`src/rtl/input_conditioner.sv`:
```
// input_conditioner: synchronizes, debounces and edge-detects the DE1 buttons into one-cycle strobes,
// and generates the gravity tick. Define AUTO_REPEAT_EN to add auto-repeat on held left/right buttons.
module input_conditioner #(
  parameter int DEBOUNCE_CYCLES = 500000,
  parameter int GRAVITY_CYCLES  = 25000000,
  parameter int DAS_CYCLES      = 8000000,
  parameter int ARR_CYCLES      = 2500000
) (
  input  logic CLOCK_50,
  input  logic resetn,
  input  logic key_left,
  input  logic key_right,
  input  logic key_rot,
  input  logic soft_drop,
  output logic left_final,
  output logic right_final,
  output logic rot_final,
  output logic tick_gravity
);

  localparam int DW = (DEBOUNCE_CYCLES > 1) ? $clog2(DEBOUNCE_CYCLES) : 1;
  localparam int GW = (GRAVITY_CYCLES > 1) ? $clog2(GRAVITY_CYCLES) : 1;
  localparam logic [DW-1:0] DB_LAST        = DW'(DEBOUNCE_CYCLES - 1);
  localparam logic [GW-1:0] GRAV_LAST      = GW'(GRAVITY_CYCLES - 1);
  localparam logic [GW-1:0] GRAV_LAST_SOFT = GW'((GRAVITY_CYCLES >> 3) - 1);

  // Button vectors are ordered {rot, right, left}
  logic [2:0]    r_btn_meta;
  logic [2:0]    r_btn_sync;
  logic          r_sd_meta;
  logic          r_sd_sync;
  logic [2:0]    w_stable;
  logic [2:0]    r_stable_d;
  logic [2:0]    w_rise;
  logic [1:0]    w_rep;
  logic          w_ev_left;
  logic          w_ev_right;
  logic [GW-1:0] r_grav_cnt;
  logic [GW-1:0] w_grav_last;
  logic          r_left;
  logic          r_right;
  logic          r_rot;
  logic          r_tick;

  // Buttons are inverted on entry so that 1 means pressed and the reset value means released
  always_ff @(posedge CLOCK_50 or negedge resetn) begin
    if (!resetn) begin
      r_btn_meta <= 3'b000;
      r_btn_sync <= 3'b000;
      r_sd_meta  <= 1'b0;
      r_sd_sync  <= 1'b0;
    end else begin
      r_btn_meta <= ~{key_rot, key_right, key_left};
      r_btn_sync <= r_btn_meta;
      r_sd_meta  <= soft_drop;
      r_sd_sync  <= r_sd_meta;
    end
  end

  for (genvar g = 0; g < 3; g++) begin : g_db
    logic [DW-1:0] r_cnt;
    logic          r_stb;

    always_ff @(posedge CLOCK_50 or negedge resetn) begin
      if (!resetn) begin
        r_cnt <= '0;
        r_stb <= 1'b0;
      end else if (r_btn_sync[g] == r_stb) begin
        r_cnt <= '0;
      end else if (r_cnt == DB_LAST) begin
        r_stb <= r_btn_sync[g];
        r_cnt <= '0;
      end else begin
        r_cnt <= r_cnt + DW'(1);
      end
    end

    assign w_stable[g] = r_stb;
  end

  always_ff @(posedge CLOCK_50 or negedge resetn) begin
    if (!resetn) begin
      r_stable_d <= 3'b000;
    end else begin
      r_stable_d <= w_stable;
    end
  end

  assign w_rise = w_stable & ~r_stable_d;

`ifdef AUTO_REPEAT_EN
  // state     | meaning
  // AR_IDLE   | button released, or both directions held; waiting for a press
  // AR_DELAY  | held since the press; counting the initial auto-repeat delay
  // AR_REPEAT | still held; one strobe every ARR_CYCLES
  localparam int RN = (DAS_CYCLES > ARR_CYCLES) ? DAS_CYCLES : ARR_CYCLES;
  localparam int RW = (RN > 1) ? $clog2(RN) : 1;
  localparam logic [RW-1:0] DAS_LAST = RW'(DAS_CYCLES - 1);
  localparam logic [RW-1:0] ARR_LAST = RW'(ARR_CYCLES - 1);

  typedef enum logic [1:0] {
    AR_IDLE,
    AR_DELAY,
    AR_REPEAT
  } ar_state_t;

  logic w_both_held;
  assign w_both_held = w_stable[0] & w_stable[1];

  for (genvar g = 0; g < 2; g++) begin : g_ar
    ar_state_t     r_state;
    ar_state_t     w_state_nxt;
    logic [RW-1:0] r_cnt;
    logic [RW-1:0] w_cnt_nxt;
    logic          w_pulse;

    always_ff @(posedge CLOCK_50 or negedge resetn) begin
      if (!resetn) begin
        r_state <= AR_IDLE;
        r_cnt   <= '0;
      end else begin
        r_state <= w_state_nxt;
        r_cnt   <= w_cnt_nxt;
      end
    end

    // Release or a left+right hold cancels repeating in the same cycle it is seen
    always_comb begin
      w_state_nxt = r_state;
      w_cnt_nxt   = r_cnt;
      w_pulse     = 1'b0;
      if (!w_stable[g] || w_both_held) begin
        w_state_nxt = AR_IDLE;
        w_cnt_nxt   = '0;
      end else begin
        case (r_state)
          AR_IDLE: begin
            if (w_rise[g]) begin
              w_state_nxt = AR_DELAY;
              w_cnt_nxt   = '0;
            end
          end
          AR_DELAY: begin
            if (r_cnt == DAS_LAST) begin
              w_pulse     = 1'b1;
              w_state_nxt = AR_REPEAT;
              w_cnt_nxt   = '0;
            end else begin
              w_cnt_nxt = r_cnt + RW'(1);
            end
          end
          AR_REPEAT: begin
            if (r_cnt == ARR_LAST) begin
              w_pulse   = 1'b1;
              w_cnt_nxt = '0;
            end else begin
              w_cnt_nxt = r_cnt + RW'(1);
            end
          end
          default: begin
            w_state_nxt = AR_IDLE;
            w_cnt_nxt   = '0;
          end
        endcase
      end
    end

    assign w_rep[g] = w_pulse;
  end
`else
  logic w_unused_cfg;
  assign w_unused_cfg = ^{DAS_CYCLES, ARR_CYCLES};
  assign w_rep        = 2'b00;
`endif

  assign w_ev_left  = w_rise[0] | w_rep[0];
  assign w_ev_right = w_rise[1] | w_rep[1];

  // >= rather than == so a soft-drop limit below the current count ticks immediately
  assign w_grav_last = r_sd_sync ? GRAV_LAST_SOFT : GRAV_LAST;

  always_ff @(posedge CLOCK_50 or negedge resetn) begin
    if (!resetn) begin
      r_grav_cnt <= '0;
      r_tick     <= 1'b0;
    end else if (r_grav_cnt >= w_grav_last) begin
      r_grav_cnt <= '0;
      r_tick     <= 1'b1;
    end else begin
      r_grav_cnt <= r_grav_cnt + GW'(1);
      r_tick     <= 1'b0;
    end
  end

  always_ff @(posedge CLOCK_50 or negedge resetn) begin
    if (!resetn) begin
      r_left  <= 1'b0;
      r_right <= 1'b0;
      r_rot   <= 1'b0;
    end else begin
      r_left  <= w_ev_left & ~w_ev_right;
      r_right <= w_ev_right & ~w_ev_left;
      r_rot   <= w_rise[2];
    end
  end

  assign left_final   = r_left;
  assign right_final  = r_right;
  assign rot_final    = r_rot;
  assign tick_gravity = r_tick;

endmodule

```
`config.mk`:
```
export PLATFORM = sky130hd
export DESIGN_NAME = input_conditioner
export DESIGN_NICKNAME = d
export VERILOG_FILES = /design/src/rtl/input_conditioner.sv
export SDC_FILE = /design/constraint.sdc
export NUM_CORES = 1
export LEC_CHECK = 0
export ABC_CLOCK_PERIOD_IN_PS = 4900
export BUFFER_PORTS_ARGS = -buffer_cell sky130_fd_sc_hd__buf_2
export CORE_ASPECT_RATIO = 0.75
export CORE_MARGIN = 2
export CORE_UTILIZATION = 50
export DETAILED_ROUTE_END_ITERATION = 8
export HOLD_SLACK_MARGIN = 0.03
export MAX_ROUTING_LAYER = met4
export PLACE_DENSITY_LB_ADDON = 0.3
export SYNTH_ARGS = -nofsm -noshare
export SYNTH_HDL_FRONTEND = slang
export SYNTH_SLANG_ARGS = --single-unit
```
`constraint.sdc`:
```
create_clock -name CLOCK_50 -period 4.9 [get_ports CLOCK_50]
set_clock_uncertainty 0.2 [all_clocks]
set_input_delay 0.245 -clock CLOCK_50 [delete_from_list [all_inputs] [get_ports CLOCK_50]]
set_output_delay 0.245 -clock CLOCK_50 [all_outputs]
set_load 0.01 [all_outputs]
```
==> results of run 1 <==
==> sequential cells by signal, indices dropped and copies added (netlist names) <==
name / count
r_sd_sync: 1
rot_final: 1
left_final: 1
g_db.r_stb: 3
right_final: 1
r_btn_meta: 3
r_stable_d: 3
g_db.r_cnt: 57
tick_gravity: 1
r_btn_sync: 3
r_sd_meta: 1
r_grav_cnt: 25
==> timing repair <==
action / 4_1_cts / 5_1_grt
hold buffers: 5 / 0
endpoints found under the hold margin: 54 / 0
setup buffers: 0 / 0
==> power by group <==
group / switching, mW / internal [mW] / leakage [nW]
clock network: 0.304 / 0.402 / 0.143
registers: 0.00906 / 0.835 / 1.36
logic: 0.0335 / 0.0160 / 0.827
total: 0.346 / 1.25 / 2.33
==> per-layer routing <==
layer  up-vias  routed length, um
li1       1655                  -
met5         -                  0
met2        25               3762
met3         8                227
met1      1602               4420
met4         0                 95
==> final timing paths <==
path	start	to	slack [ns]	cells past startpoint
min in group asynchronous	resetn	g_db[2].r_cnt[16]	0.26	2
worst min register to register	r_btn_meta[0]	r_btn_sync[0]	0.15	0
worst min-delay path	r_btn_meta[0]	r_btn_sync[0]	0.15	0
worst max register to register	r_sd_sync	r_grav_cnt[24]	2.04	7
worst max-delay path	r_sd_sync	r_grav_cnt[24]	2.04	7
max in group asynchronous	resetn	g_db[0].r_cnt[3]	3.17	3
==> worst reg2reg max path, delay by kind of cell (launching register included) <==
kind,cells,cell delay [ns]
AOI/OAI and AO/OA,1,0.84
DFF,1,0.56
and+or+nand+nor,4,0.56
buffers and inverters,1,0.19
adders and majority gates,1,0.36
==> cell usage in the layout (no fill, tap or decap), types with 3 or more instances in the layout <==
| cell type | n |
|---|---|
| xnor2_1 | 52 |
| xor2_1 | 25 |
| and3_1 | 7 |
| clkbuf_16 | 9 |
| buf_2 | 8 |
| nor3_1 | 17 |
| nor2_1 | 106 |
| mux2_2 | 3 |
| nand2_1 | 27 |
| ha_1 | 17 |
| a21oi_1 | 5 |
| or2_2 | 4 |
| dfrtp_1 | 100 |
| nand4_1 | 13 |
| dlygate4sd3_1 | 5 |
| inv_1 | 21 |
| nor2b_1 | 6 |
| clkbuf_1 | 3 |
| and2_1 | 3 |
| nor4_1 | 9 |
| and4_1 | 5 |
| nand3_1 | 26 |
==> metrics by stage <==
step	hold WS (ns)	worst slack, ns	instances	cell area (sq um)
finish	0.1528	2.038	637	5359
global route	0.1656	1.778	637	5359
CTS	0.1568	1.989	637	5359
floorplan	-0.2506	2.747	485	4875
global placement	0.1061	2.160	616	5014
detailed placement	0.1149	2.040	616	5014
==> cells by family after synthesis <==
group / share of synthesized area, %
and+or+nand+nor: 24.28
DFF: 51.33
xor gates and xnor gates: 13.83
buffers and inverters: 3.285
adders and majority gates: 4.363
AOI/OAI and AO/OA: 2.208
muxes: 0.6930
==> final cells by class <==
type	count	area (sq um)
Sequential cell	100	2502
Multi-Input combinational cell	353	2212
Inverter	21	78.83
Timing Repair Buffer	15	105.1
Clock inverter	4	58.81
Fill cell	834	4222
Tap cell	132	165.2
Clock buffer	12	236.5
==> results.ini, run 1 <==
[global_route]
grt_pass1_vias = 3144
grt-ovfl-total = 0
use_met3_pct = 4.974
grt_use_met2_pct = 27.80
busiest_layer = met2
grt_pass1_wl_um = 14970
antenna_found_initial = 0
grt_start_max_net_pins = 52
grt_use_met1_pct = 24.55
grt_util_all_layers_pct = 18.41

[sta]
rsz0062_at_grt = no
finalHoldViolCount = 0
min_period_ns = 2.862
setup-tns-final_ns = 0
setup_viol = 0
slew_headroom_pct = 27.94
worst_pin_slew_ns = 1.081
fin_crit_sh_pct = 58.42
fmax_mhz = 349.4
maxSlewViolCount = 0

[cells_and_area]
fin_util_pct = 55.94
synthToLayoutAreaGrowth_pct = 9.933
diodes = 0
nets = 523
drive_gt1_share_pct = 7.525

[worst_setup_path]
crit_fanout = 26
crit_required_ns = 4.88
cp-end-kind = flip-flop
critPathKind = flip-flop to flip-flop
crit_slowest_cell = o22ai_2
start_kind = flip-flop
path_cells = inv_1 -> ha_1 -> nand4_1 -> nor3_1 -> nor4_1 -> o22ai_2 -> nor2_1
slowest_delay_ns = 0.84
critPathArrivalTime_ns = 2.85
cp.buffers_inverters = 1
critPathTopFamily = compound AO/OA/AOI/OAI gates

[drt]
routed_wl_um = 8506
dr.pass1.iters = 4
vias_per_cell = 5.165
ant_nets = 0
drt-initial-drc-count = 190
routedWlPerCell_um = 13.35
drc = 0
vias = 3290

[power_and_ir_drop]
power.density_mw_per_mm2 = 298.3
power.leakage_nw = 2.327
irDropWorstVdd_uv = 217.4
p_total_mw = 1.599

[synthesis]
synth.most_common_cell = nor2_1
synth_area_leaders = dfrtp_1, xnor2_1, nor2_1, xor2_1, ha_1
syn_area_per_cell_sq_um = 10.05
synthesis.nets = 508
synth-seq-cells = 100
synth_common_cells = nor2_1, dfrtp_1, xnor2_1
synth-edff-count = 0
synth_largest_area_cell = dfrtp_1
synth_flop_cell = dfrtp_1
ys_seq_area_share_pct = 51.33
yosysWarningCount = 0
ys_types = 46
syn_area_sq_mm = 0.004875
synth_top_area_share_pct = 51.33
synthCells = 485
synth-async-reset-ratio_pct = 100.0

[placement]
portBuffers = 9
place_hpwl_um = 5719
place_congestion = 0.8482

[cts]
clock_sinks = 100
clkLatencyLatePin_ns = 0.34
clockBufferDepth = 2
clk_pin_slew_ns = 0.07
cts_tree = built
htree_num_levels = 3
cts_resized = 0
cts_root_buffer = clkbuf_16
cts_inserted_buffers = 9

[min_path]
hold_class = flip-flop to flip-flop

[floorplan]
core_area_sq_mm = 0.009580
die_w_um = 118.0
fp.dieH_um = 89.51
start_util_pct = 50.88
rows = 31
die_area_sq_mm = 0.01056
ios = 10

[run]
drv_cap = 0

[outcome]
status = finished clean

Note: power is estimated with default switching activity, not from simulation.
==> inputs of run 2 (changes only) <==
--- a/config.mk
+++ b/config.mk
@@ -5,7 +5,7 @@
 export SDC_FILE = /design/constraint.sdc
 export NUM_CORES = 1
 export LEC_CHECK = 0
-export ABC_CLOCK_PERIOD_IN_PS = 4900
+export ABC_CLOCK_PERIOD_IN_PS = 2700
 export BUFFER_PORTS_ARGS = -buffer_cell sky130_fd_sc_hd__buf_2
 export CORE_ASPECT_RATIO = 0.75
 export CORE_MARGIN = 2
==> constraint.sdc (replaced) <==
create_clock -name CLOCK_50 -period 2.7 [get_ports CLOCK_50]
set_clock_uncertainty 0.2 [all_clocks]
set_input_delay 0.135 -clock CLOCK_50 [delete_from_list [all_inputs] [get_ports CLOCK_50]]
set_output_delay 0.135 -clock CLOCK_50 [all_outputs]
set_load 0.01 [all_outputs]
==> run 2 against run 1 <==
  * Die area unchanged
  * Hold slack worse by 0.087 ns
  * Sequential share of layout area shrank 0.63 points
  * Sequential power rose by 81%
  * Critical endpoint is now r_grav_cnt[19]
  * Highest routed layer unchanged
==> results.ini, run 2 (synthesis gave the netlist of run 1 again) <==
[outcome]
status = finished clean

[cts]
clk_pin_slew_ns = 0.07
cts_inserted_buffers = 9
clockBufferDepth = 2
htree_num_levels = 3
clock_sinks = 100
cts_root_buffer = clkbuf_16
cts_setup_buffers = 0
cts_tree = built
clkLatencyLatePin_ns = 0.34

[global_route]
grt_use_met2_pct = 26.32
use_met3_pct = 4.464
grt_pass1_wl_um = 14590
grt_use_met1_pct = 24.73
grt_util_all_layers_pct = 17.90
grt_start_max_net_pins = 71
busiest_layer = met2
antenna_found_initial = 0
grt-ovfl-total = 0
grt_pass1_vias = 3075

[power_and_ir_drop]
power.leakage_nw = 2.361
power.density_mw_per_mm2 = 547.4
p_total_mw = 2.974
swShare_pct = 22.94
irDropWorstVdd_uv = 604.3
p_switching_uw = 682.3
p_comb_share_pct = 3.2
seqPwrFrac_pct = 51.4
p_clk_share_pct = 45.4
internal_power_mw = 2.292

[sta]
min_period_ns = 2.512
fin_crit_sh_pct = 93.02
rsz0062_at_grt = no
fin_ws_ns = 0.1884
finalHoldViolCount = 0
setup_viol = 0
maxSlewViolCount = 0
worst_pin_slew_ns = 0.7696
fmax_mhz = 398.2
slew_headroom_pct = 48.22

[placement]
portBuffers = 9
place_hpwl_um = 5689
place_congestion = 0.8591
place_ws_ns = -0.03445

[worst_setup_path]
slowest_delay_ns = 0.55
start_kind = flip-flop
cp.buffers_inverters = 1
path_cells = inv_1 -> ha_1 -> nand4_1 -> nor3_1 -> nor4_2 -> o22ai_4 -> nor2_1
critPathArrivalTime_ns = 2.51
crit_required_ns = 2.70
crit_fanout = 26
critPathTopFamily = simple AND/OR/NAND/NOR gates
cp-end-kind = flip-flop
crit_slowest_cell = o22ai_4
critPathKind = flip-flop to flip-flop

[min_path]
hold_class = input pin to asynchronous set/reset pin

[cells_and_area]
synthToLayoutAreaGrowth_pct = 11.45
reg_top3 = g_db.r_cnt x57, r_grav_cnt x25
drive_gt1_share_pct = 8.858
fin_util_pct = 56.71
final_common_cell = nor2_1
diodes = 0
largest-register = g_db.r_cnt
nets = 526
final_cell_mix = nor2_1, dfrtp_1, xnor2_1, nand2_1, nand3_1
largest_reg_flops = 57

[drt]
drc = 0
ant_nets = 0
routed_wl_um = 8416
vias = 3243
vias_per_cell = 5.067
drt-initial-drc-count = 247
routedWlPerCell_um = 13.15
dr.pass1.iters = 4

[floorplan]
ios = 10
start_util_pct = 50.88
rows = 31
die_w_um = 118.0
fp.dieH_um = 89.51
core_area_sq_mm = 0.009580
die_area_sq_mm = 0.01056

[run]
drv_cap = 0

[run 2: metrics by stage]
step,setup TNS [ns],hold slack [ns],cell area (sq um),cells
4_1_cts,0,0.06509,5426,640
2_1_floorplan,0,-0.3606,4875,485
3_3_place_gp,0,-0.1090,5049,619
5_1_grt,0,0.09645,5433,640
3_5_place_dp,-0.2255,-0.09592,5049,619
6_report,0,0.06545,5433,640
[run 2: path summary, 6_finish.rpt]
kind | slack [ns] | depth (start not counted) | to | startpoint
worst max register to register | 0.19 | 7 | r_grav_cnt[19] | r_sd_sync
max in group asynchronous | 1.53 | 3 | g_db[1].r_cnt[12] | resetn
worst min register to register | 0.15 | 0 | r_btn_sync[1] | r_btn_meta[1]
min in group CLOCK_50 | 0.15 | 0 | r_btn_sync[1] | r_btn_meta[1]
worst min-delay path | 0.07 | 2 | r_btn_meta[2] | resetn
worst max-delay path | 0.19 | 7 | r_grav_cnt[19] | r_sd_sync
[run 2: power groups by stage]
stage	Clock (mW)	Sequential (mW)	Combinational [mW]
3_5_place_dp	0	1.56	0.0939
5_1_grt	1.45	1.53	0.115
3_3_place_gp	0	1.56	0.0912
2_1_floorplan	0	1.56	0.0490
6_report	1.35	1.53	0.0964
4_1_cts	1.39	1.53	0.100
[run 2: layout make-up]
class | count | area (sq um)
well taps | 132 | 165.2
multi-input cells | 353 | 2226
clock buffers | 9 | 225.2
clock inverters | 7 | 95.09
flip-flops and latches | 100 | 2502
fillers | 819 | 4148
repair buffers | 18 | 140.1
inverters | 21 | 78.83
[run 2: metal layers]
layer	routed length, um	share of wire, %
met1	4484	53
met2	3643	43
met3	203	2.4
met5	0	0
met4	85	1.0
[run 2: repair_timing]
| action | in CTS | in global routing |
|---|---|---|
| hold buffers | 5 | 0 |
| gates resized for setup | 1 | 1 |
| endpoints found under the hold margin | 104 | 0 |
| endpoints found under the setup margin | 25 | 13 |
